`config.mk`:
```
export PLATFORM = sky130hd
export DESIGN_NAME = bullet_scheduler
export DESIGN_NICKNAME = d
export VERILOG_FILES = /design/src/rtl/bullet_scheduler.sv
export SDC_FILE = /design/constraint.sdc
export NUM_CORES = 1
export LEC_CHECK = 0
export BUFFER_PORTS_ARGS = -buffer_cell sky130_fd_sc_hd__buf_2
export CORE_MARGIN = 8
export CORE_UTILIZATION = 40
export CTS_CLUSTER_DIAMETER = 60
export CTS_CLUSTER_SIZE = 25
export DETAILED_ROUTE_END_ITERATION = 16
export PLACE_DENSITY_LB_ADDON = 0.12
export REMOVE_ABC_BUFFERS = 1
export SETUP_SLACK_MARGIN = 0.02
export SYNTH_ARGS = -nofsm -noshare
export SYNTH_HDL_FRONTEND = slang
export SYNTH_SLANG_ARGS = --single-unit
```
`constraint.sdc`:
```
create_clock -name Clk -period 9.5 [get_ports Clk]
set_clock_uncertainty 0.05 [all_clocks]
set_input_delay 0 -clock Clk [delete_from_list [all_inputs] [get_ports Clk]]
set_output_delay 0 -clock Clk [all_outputs]
set_load 0.1 [all_outputs]
```
`src/rtl/bullet_scheduler.sv`:
```
// Shared bullet pool for two tanks: shot arbitration, per-frame motion, pixel hit.
// Ports: Clk/Reset, frame_clk, shoot_req, tank pos/dir, DrawX/Y -> is_bullet, owner, acks, count, busy.
module bullet_scheduler #(
  parameter int         NUM_BULLETS = 4,
  parameter logic [9:0] BULLET_STEP = 10'd4,
  parameter logic [3:0] COOLDOWN    = 4'd8,
  parameter logic [9:0] TANK_W      = 10'd50,
  parameter logic [9:0] TANK_H      = 10'd50,
  parameter logic [9:0] X_MAX       = 10'd639,
  parameter logic [9:0] Y_MAX       = 10'd479,
  parameter logic [9:0] B_SIZE      = 10'd3
) (
  input  logic       Clk,
  input  logic       Reset,
  input  logic       frame_clk,
  input  logic [1:0] shoot_req,
  input  logic [9:0] tank0_X,
  input  logic [9:0] tank0_Y,
  input  logic [9:0] tank1_X,
  input  logic [9:0] tank1_Y,
  input  logic [1:0] tank0_dir,
  input  logic [1:0] tank1_dir,
  input  logic [9:0] DrawX,
  input  logic [9:0] DrawY,
  output logic       is_bullet,
  output logic       bullet_owner,
  output logic [1:0] fire_ack,
  output logic [1:0] fire_drop,
  output logic [3:0] active_count,
  output logic       busy
);

  typedef enum logic [2:0] {
    S_IDLE, S_DECAY, S_MOVE,
    S_SPAWN_A, S_SPAWN_B, S_DONE
  } state_t;

  typedef struct packed {
    logic       act;
    logic       own;
    logic [1:0] dir;
    logic [9:0] x;
    logic [9:0] y;
  } slot_t;

  state_t          state_q, state_d;
  slot_t           slot_q [NUM_BULLETS];
  slot_t           slot_d [NUM_BULLETS];
  logic [1:0][3:0] cool_q, cool_d;
  logic [1:0]      pend_q, pend_d;
  logic [1:0]      shoot_q;
  logic            frame_q;
  logic            fpend_q, fpend_d;
  logic            rr_q, rr_d;
  logic            gnt_a_q, gnt_a_d;
  logic [2:0]      idx_q, idx_d;
  logic [3:0]      cnt_q, cnt_d;

  logic       t_sel;
  logic       has_free;
  logic       can_grant;
  slot_t      new_slot;
  logic [1:0] sh_rise;
  logic       fr_rise;

  assign sh_rise = shoot_req & ~shoot_q;
  assign fr_rise = frame_clk & ~frame_q;

  // SPAWN_A serves the round-robin tank, SPAWN_B the other one
  assign t_sel = (state_q == S_SPAWN_A) ? rr_q : ~rr_q;

  always_comb begin
    has_free = 1'b0;
    for (int i = 0; i < NUM_BULLETS; i++)
      if (!slot_q[i].act) has_free = 1'b1;
  end

  assign can_grant = pend_q[t_sel] &&
                     (cool_q[t_sel] == 4'd0) &&
                     has_free;

  always_comb begin
    new_slot.act = 1'b1;
    new_slot.own = t_sel;
    new_slot.dir = t_sel ? tank1_dir : tank0_dir;
    new_slot.x   = (t_sel ? tank1_X : tank0_X)
                   + (TANK_W >> 1);
    new_slot.y   = (t_sel ? tank1_Y : tank0_Y)
                   + (TANK_H >> 1);
  end

  // 11-bit compares so that edge tests cannot wrap
  function automatic slot_t move_slot(slot_t s);
    slot_t r;
    r = s;
    unique case (s.dir)
      2'd0:
        if (s.y < BULLET_STEP) r.act = 1'b0;
        else r.y = s.y - BULLET_STEP;
      2'd1:
        if ({1'b0, s.y} + {1'b0, BULLET_STEP}
            > {1'b0, Y_MAX}) r.act = 1'b0;
        else r.y = s.y + BULLET_STEP;
      2'd2:
        if (s.x < BULLET_STEP) r.act = 1'b0;
        else r.x = s.x - BULLET_STEP;
      default:
        if ({1'b0, s.x} + {1'b0, BULLET_STEP}
            > {1'b0, X_MAX}) r.act = 1'b0;
        else r.x = s.x + BULLET_STEP;
    endcase
    return r;
  endfunction

  always_comb begin
    logic placed;
    state_d   = state_q;
    slot_d    = slot_q;
    cool_d    = cool_q;
    pend_d    = pend_q;
    fpend_d   = fpend_q;
    rr_d      = rr_q;
    gnt_a_d   = gnt_a_q;
    idx_d     = idx_q;
    cnt_d     = cnt_q;
    fire_ack  = 2'b00;
    fire_drop = 2'b00;
    placed    = 1'b0;

    unique case (state_q)
      S_IDLE:
        if (fpend_q) begin
          state_d = S_DECAY;
          fpend_d = 1'b0;
        end
      S_DECAY: begin
        for (int t = 0; t < 2; t++)
          if (cool_q[t] != 4'd0)
            cool_d[t] = cool_q[t] - 4'd1;
        idx_d   = 3'd0;
        gnt_a_d = 1'b0;
        state_d = S_MOVE;
      end
      S_MOVE: begin
        for (int i = 0; i < NUM_BULLETS; i++)
          if (idx_q == 3'(i) && slot_q[i].act)
            slot_d[i] = move_slot(slot_q[i]);
        if (idx_q == 3'(NUM_BULLETS - 1))
          state_d = S_SPAWN_A;
        else
          idx_d = idx_q + 3'd1;
      end
      S_SPAWN_A, S_SPAWN_B: begin
        if (pend_q[t_sel]) begin
          pend_d[t_sel] = 1'b0;
          if (can_grant) begin
            fire_ack[t_sel] = 1'b1;
            cool_d[t_sel]   = COOLDOWN;
            for (int i = 0; i < NUM_BULLETS; i++)
              if (!placed && !slot_q[i].act) begin
                slot_d[i] = new_slot;
                placed    = 1'b1;
              end
          end else begin
            fire_drop[t_sel] = 1'b1;
          end
        end
        if (state_q == S_SPAWN_A) begin
          gnt_a_d = can_grant;
          state_d = S_SPAWN_B;
        end else begin
          rr_d    = rr_q ^ gnt_a_q;
          state_d = S_DONE;
        end
      end
      S_DONE: begin
        cnt_d = 4'd0;
        for (int i = 0; i < NUM_BULLETS; i++)
          cnt_d = cnt_d + 4'(slot_q[i].act);
        state_d = S_IDLE;
      end
      default: state_d = S_IDLE;
    endcase

    // a fresh edge always wins over the clear
    pend_d  = pend_d | sh_rise;
    fpend_d = fpend_d | fr_rise;
  end

  always_ff @(posedge Clk or negedge Reset) begin
    if (!Reset) begin
      state_q <= S_IDLE;
      for (int i = 0; i < NUM_BULLETS; i++)
        slot_q[i] <= '0;
      cool_q  <= '0;
      pend_q  <= '0;
      shoot_q <= '0;
      frame_q <= 1'b0;
      fpend_q <= 1'b0;
      rr_q    <= 1'b0;
      gnt_a_q <= 1'b0;
      idx_q   <= '0;
      cnt_q   <= '0;
    end else begin
      state_q <= state_d;
      for (int i = 0; i < NUM_BULLETS; i++)
        slot_q[i] <= slot_d[i];
      cool_q  <= cool_d;
      pend_q  <= pend_d;
      shoot_q <= shoot_req;
      frame_q <= frame_clk;
      fpend_q <= fpend_d;
      rr_q    <= rr_d;
      gnt_a_q <= gnt_a_d;
      idx_q   <= idx_d;
      cnt_q   <= cnt_d;
    end
  end

  assign active_count = cnt_q;
  assign busy         = (state_q != S_IDLE);

  // lowest-index hit owns the pixel, so scan high to low
  always_comb begin
    logic signed [10:0] dx, dy, bs;
    is_bullet    = 1'b0;
    bullet_owner = 1'b0;
    dx = '0;
    dy = '0;
    bs = $signed({1'b0, B_SIZE});
    for (int i = NUM_BULLETS - 1; i >= 0; i--) begin
      dx = $signed({1'b0, DrawX})
           - $signed({1'b0, slot_q[i].x});
      dy = $signed({1'b0, DrawY})
           - $signed({1'b0, slot_q[i].y});
      if (slot_q[i].act &&
          dx >= 0 && dx <= bs &&
          dy >= 0 && dy <= bs) begin
        is_bullet    = 1'b1;
        bullet_owner = slot_q[i].own;
      end
    end
  end

endmodule

```
==> impl_metrics.toml, run 1 <==
[status]
status = "completed"

[routing]
vias_per_cell = 5.93
route.vias.total = 12800
remaining_drc_errors = 0
initialDrtViolationCount = 1160
met3_wirelength_mm = 2.53
met1_length_mm = 20.6
post_drt_wl_per_cell_um = 20.4
ant_nets = 0
drtPass1Iterations = 6
highest_layer = "met5"
wl_mm = 44.1
dr_wl_met2_mm = 19.3

[die]
die_w_um = 197
core_area_mm2 = 0.0324
rows = 66
start_util = 0.403
io_pins = 80
chipHeight_um = 197
fp.dieArea_mm2 = 0.0387

[synth]
ys_types = 93
async_reset_ff_frac = 1.00
synthTopCellsByArea = "dfrtp_1 (23%), ha_1 (12%), o21ai_0 (4.7%), nand2_1 (4.4%), a21oi_1 (3.7%)"
yosysTopAreaCell = "dfrtp_1"
seq_area_frac_synth = 0.232
synth_edf_count = 0
synthCells = 1664
avgSynthCellArea_um2 = 7.85
synthFlopType = "dfrtp_1"
ys_warn_count = 0
syn-cell-area_mm2 = 0.0131
yosysTopAreaCellShare = 0.232
ys_ff_latch = 121

[clocking]
cts.clk_slew.worst_paths_ps = 60
post_cts_resized = 0
cts_buffers = 17
clk_path_buf_depth = 2
htree_levels = 4
root_buffer = "clkbuf_16"
cts.sinks = 121
cts_tree = "done"
insertion_delay_ps = 440

[sta]
timing.fmax_ghz = 0.231
fin_hold_ws_ps = 72.4
tightest_slew_ps = 1130
drv_slew = 0
fin_setup_tns_ps = 0
setup_slack_ps = 5160
slew_headroom = 0.243
setup_violations = 0
finalCritPeriodShare = 0.456
period_minus_slack_ps = 4340
rsz0062_at_grt = "false"
hold_violations = 0

[final_layout]
final_area_mm2 = 0.0144
fill_cells = 3302
syn2layout_area_growth_pct = 10.6
antennaDiodeCount = 0
final_layout_size_suffix_gt1_frac = 0.111
nNetsFinal = 1902

[worst_setup_path]
reg2reg_from = "state_q[0]"
path_buf_inv = 1
r2r_cells = 8
path_common_cell = "o2111ai_1"
crit_required_ps = 9450
critPathTopFamily = "compound AO/OA/AOI/OAI gates"
crit_type = "reg -> out"
cpPeakStageDelay_ps = 560
endpoint_kind = "output port"
cp_max_fo = 3
cp.arrival_ps = 4290
worstReg2RegEnd = "slot_q[78]"
cp-start-kind = "flip-flop"
crit_slowest_cell = "or4_1"
worst-r2r-setup-slack_ps = 5450
path_cells = "ha_1, fa_1, xor2_1, o2111ai_1, or4_1, a2111oi_2, o2111ai_1, a2111oi_4, a21boi_2, a311oi_2, buf_2"

[placement]
port_buffers = 78
place_area_mm2 = 0.0138
pre_cts_slack_ps = 5460
gp_congestion = 0.921
dp_hpwl_mm = 34.1

[job]
max_cap_violations = 0

[pwr]
p_per_area_mw_per_mm2 = 355
p_comb_frac = 0.656
internal_power_w = 0.00239
p_sw_frac = 0.533
vdd_drop_max_v = 0.000167
seq_power_share = 0.215
p_switching_w = 0.00273
power_leakage_nw = 6.39
clkPwrFrac = 0.129

[grt]
grt_remaining_overflow = 0
grt_pass1_vias = 12000
grt_pass1_wl_mm = 69.2
grt_max_degree = 70
grt_antenna_before_repair = 1
grt_use_total = 0.227

[min_path]
hp-class = "in -> reg"
worstHoldPathCells = 5
min-delay-start = "tank1_Y[1]"
min_to = "slot_q[49]"
==> worst max-delay path by stage <==
stage               start           end  slack (ps)  depth (start not counted)
2_1_floorplan  state_q[1]    slot_q[77]        1490                          8
3_5_place_dp   state_q[0]    slot_q[78]        5460                          8
6_report       slot_q[58]  bullet_owner        5160                         11
3_3_place_gp   state_q[0]    slot_q[78]        5600                          8
4_1_cts        slot_q[58]  bullet_owner        5140                         11
5_1_grt        slot_q[50]  bullet_owner        4940                         11
==> state kept, by name, indices dropped and copies added (netlist names) <==
signal	cells
active_count	3
cool_q	8
fpend_q	1
frame_q	1
gnt_a_q	1
idx_q	3
pend_q	2
rr_q	1
shoot_q	2
slot_q	96
state_q	3
==> power by group through the flow <==
stage | clock, W | sequential, W | combinational (W)
3_3_place_gp | 0 | 0.00109 | 0.00328
3_5_place_dp | 0 | 0.00109 | 0.00331
2_1_floorplan | 0 | 0.00103 | 0.00240
6_report | 0.000660 | 0.00110 | 0.00336
4_1_cts | 0.000675 | 0.00109 | 0.00333
5_1_grt | 0.000697 | 0.00114 | 0.00371
==> synth_stat cells, drive strengths merged, types with 8 or more instances <==
master and number:
buf 15, nor4b 8, o2111ai 13, nand3 57, o22ai 15, dfrtp 121
fa 9, nor2 124, nor2b 25, or3 12, nor4 20, nor3 61
nand2b 26, a211oi 8, clkbuf 56, a21oi 97, ha 121, o21ai 130
mux2 23, mux2i 36, a22o 11, a21bo 9, xor2 25, a21o 17
nand3b 11, a21boi 11, nand4 16, and3 22, xnor2 35, a31oi 31
o31a 13, inv 128, o21a 15, nand2 152, o211ai 11, and2 13
or2 8, or4 9, o31ai 26
==> final cells by class <==
type                            instances  area (um^2)  area share
Inverter                              129          484      0.0335
Tap cell                              442          553      0.0383
Clock inverter                         10         92.6     0.00641
Multi-Input combinational cell       1343         9280       0.643
Clock buffer                           22          494      0.0342
Sequential cell                       121         3030       0.210
Timing Repair Buffer                   91          504      0.0349
==> worst min-delay path, cell delays in order <==
cell	delay, ps
buf_2	90
nand2_1	40
nand2_1	50
ha_1	190
mux2_2	160
==> placed cells by master (no fill, tap or decap), types with 15 or more instances in the layout <==
master / netlist / final
nor4_1: 20 / 20
inv_1: 128 / 127
dfrtp_1: 121 / 121
clkbuf_16: 0 / 17
nor2b_1: 24 / 24
mux2i_1: 36 / 36
o31ai_1: 26 / 25
and3_1: 21 / 21
xnor2_1: 34 / 33
a21oi_1: 97 / 97
o21a_1: 15 / 15
nor2_1: 123 / 123
a21o_1: 17 / 17
a31oi_1: 31 / 31
nand3_1: 57 / 57
xor2_1: 25 / 25
ha_1: 121 / 121
nor3_1: 61 / 61
buf_2: 8 / 77
nand4_1: 15 / 15
mux2_2: 23 / 23
o21ai_0: 123 / 123
o22ai_1: 15 / 15
nand2_1: 152 / 152
nand2b_1: 26 / 26
==> cells by family (layout without fill, tap and decap cells) <==
group,count (synthesis),count (layout),share of synthesized area
compound gates,504,504,0.261
buf+inv,200,252,0.0588
other cells,1,1,0.000287
flops,121,121,0.232
mux,59,59,0.0474
xor+xnor,60,60,0.0417
fa+ha+maj,130,130,0.130
simple gates,589,589,0.229
==> routing by layer <==
metal / vias up / track usage
li1: 6201 / -
met4: 2 / 0.0967
met2: 388 / 0.346
met1: 6105 / 0.311
met5: - / 0
met3: 92 / 0.0423
==> what timing repair did <==
| action | in CTS | in global routing |
|---|---|---|
| hold buffers | 4 | 0 |
| setup buffers | 0 | 0 |
| hold endpoints to repair | 74 | 0 |
==> metrics by stage <==
stage / util / power [W] / instances
6_report: 0.446 / 0.00512 / 2158
2_1_floorplan: - / 0.00343 / 1593
4_1_cts: 0.446 / 0.00509 / 2158
3_3_place_gp: 0.427 / 0.00437 / 2122
3_5_place_dp: 0.427 / 0.00440 / 2122
5_1_grt: 0.446 / 0.00555 / 2158
Power figures use the tool's default switching activity.
==> inputs of run 2 (changes only) <==
==> constraint.sdc (replaced) <==
create_clock -name Clk -period 3.55 [get_ports Clk]
set_clock_uncertainty 0.05 [all_clocks]
set_input_delay 0 -clock Clk [delete_from_list [all_inputs] [get_ports Clk]]
set_output_delay 0 -clock Clk [all_outputs]
set_load 0.1 [all_outputs]
==> run 2 against run 1 <==
  * The run now ends with negative setup slack left
  * Global-route usage is 0.16 points lower
  * Critical path depth is 1 higher
  * Utilization rose by 2.5 points
  * Largest cell class unchanged
==> impl_metrics.toml, run 2 (same netlist as run 1, synthesis figures left out) <==
[pwr]
power_w = 0.0144
p_per_area_mw_per_mm2 = 945
power_leakage_nw = 6.82
vdd_drop_max_v = 0.000519

[worst_setup_path]
endpoint_kind = "output port"
cp_max_fo = 2
path_cells = "ha_4, fa_2, xor2_2, o2111ai_1, or4_4, a2111oi_4, o2111ai_2, a2111oi_4, a21boi_2, a311oi_2, buf_4, buf_12"
crit_required_ps = 3500
path_buf_inv = 2
cp.arrival_ps = 3920
cp-start-kind = "flip-flop"
critPathTopFamily = "compound AO/OA/AOI/OAI gates"
path_common_cell = "a2111oi_4"
crit_slowest_cell = "or4_4"
crit_type = "reg -> out"
cpPeakStageDelay_ps = 550

[final_layout]
final_area_mm2 = 0.0152
layout.cells.most_common_list = "nand2_1 (152), inv_1 (126), o21ai_0 (123), nor2_1 (123), dfrtp_1 (121)"
nNetsFinal = 1980
final_util = 0.471
final_common_cell = "nand2_1"
syn2layout_area_growth_pct = 16.8
final_layout_size_suffix_gt1_frac = 0.162
regMostFlops = "slot_q"
reg_top3 = "slot_q: 96 flops, cool_q: 8 flops"
largest_reg_flops = 96

[sta]
timing.fmax_ghz = 0.252
drv_slew = 0
rsz0062_at_grt = "true"
tightest_slew_ps = 1220
slew_headroom = 0.185
fin_setup_tns_ps = -776
period_minus_slack_ps = 3970
setup_violations = 2
hold_violations = 0
finalCritPeriodShare = 1.12
setup_slack_ps = -423

[placement]
gp_congestion = 0.923
dp_hpwl_mm = 34.4
port_buffers = 78
place_area_mm2 = 0.0145

[grt]
grt_pass1_wl_mm = 68.7
grt_max_degree = 92
grt_remaining_overflow = 0
grt_use_total = 0.225
grt_antenna_before_repair = 1
grt_pass1_vias = 12200

[clocking]
cts.clk_slew.worst_paths_ps = 60
clk_path_buf_depth = 2
cts_buffers = 17
insertion_delay_ps = 450
root_buffer = "clkbuf_16"
cts_tree = "done"
htree_levels = 4
cts.sinks = 121

[die]
rows = 66
io_pins = 80
fp.dieArea_mm2 = 0.0387
start_util = 0.403
core_area_mm2 = 0.0324
chipHeight_um = 197
die_w_um = 197

[routing]
wl_mm = 43.9
drtPass1Iterations = 5
remaining_drc_errors = 0
vias_per_cell = 5.74
initialDrtViolationCount = 1054
post_drt_wl_per_cell_um = 19.6
ant_nets = 0
route.vias.total = 12800

[status]
violations = "negative setup slack"
status = "finished with violations"

[min_path]
hp-class = "in -> reg"

[job]
max_cap_violations = 0
-- run 2: area by class of cell --
type | count | area [um^2]
sequential | 121 | 3030
clock inverter | 9 | 120
antenna | 1 | 2.50
fill | 3211 | 17100
tap | 442 | 553
timing repair buffer | 169 | 1160
inverter | 129 | 484
multi-input combinational | 1343 | 9410
clock buffer | 22 | 484
-- run 2: timing repair --
action | 4_1_cts | 5_1_grt
resized for setup | 20 | 8
gates cloned | 0 | 0
pin swaps | 13 | 8
hold endpoints to repair | 95 | 0
buffers inserted | 1 | 0
endpoints found under the setup margin | 2 | 2
hold buffers | 4 | 0
-- run 2: metrics by stage --
| step | instances | hold WS (ps) | worst slack (ps) |
|---|---|---|---|
| floorplan | 1593 | -346 | -4460 |
| global placement | 2199 | 73.2 | -190 |
| detailed placement | 2199 | 77.0 | -223 |
| CTS | 2235 | 51.8 | -450 |
| global route | 2235 | 64.6 | -536 |
| finish | 2236 | 42.3 | -423 |
-- run 2: report_power, final --
group          internal [W]  leakage (nW)  switching, W  total [W]
sequential          0.00197          1.38      0.000655    0.00263
clock               0.00117         0.305      0.000690    0.00186
combinational       0.00387          5.13       0.00605    0.00992
-- run 2: metal layers --
layer  vias to the layer above  routed length (um)  GRT usage
met2                       371               19600      0.352
li1                       6327                   -          -
met3                        61                2170     0.0365
met5                         -                   0          0
met4                         0                1490     0.0864
met1                      6082               20700      0.309
-- run 2: path summary, 6_finish.rpt --
path,startpoint,end,slack [ps],cells past startpoint
min,tank1_dir[1],slot_q[21],40,5
max reg2reg,state_q[2],slot_q[15],300,10
max,slot_q[48],bullet_owner,-420,12
max in group asynchronous,Reset,pend_q[1],2410,3
min in group asynchronous,Reset,slot_q[9],150,2
min reg2reg,shoot_q[0],pend_q[0],380,1
-- run 2: worst reg2reg max path: cells and delay by family (launching register included) --
family,cells,cell delay (ps)
XOR/XNOR,1,380
flip-flops,1,370
AO/OA/AOI/OAI,4,1050
AND/OR/NAND/NOR,2,670
buffers and inverters,2,380
multiplexers,1,180
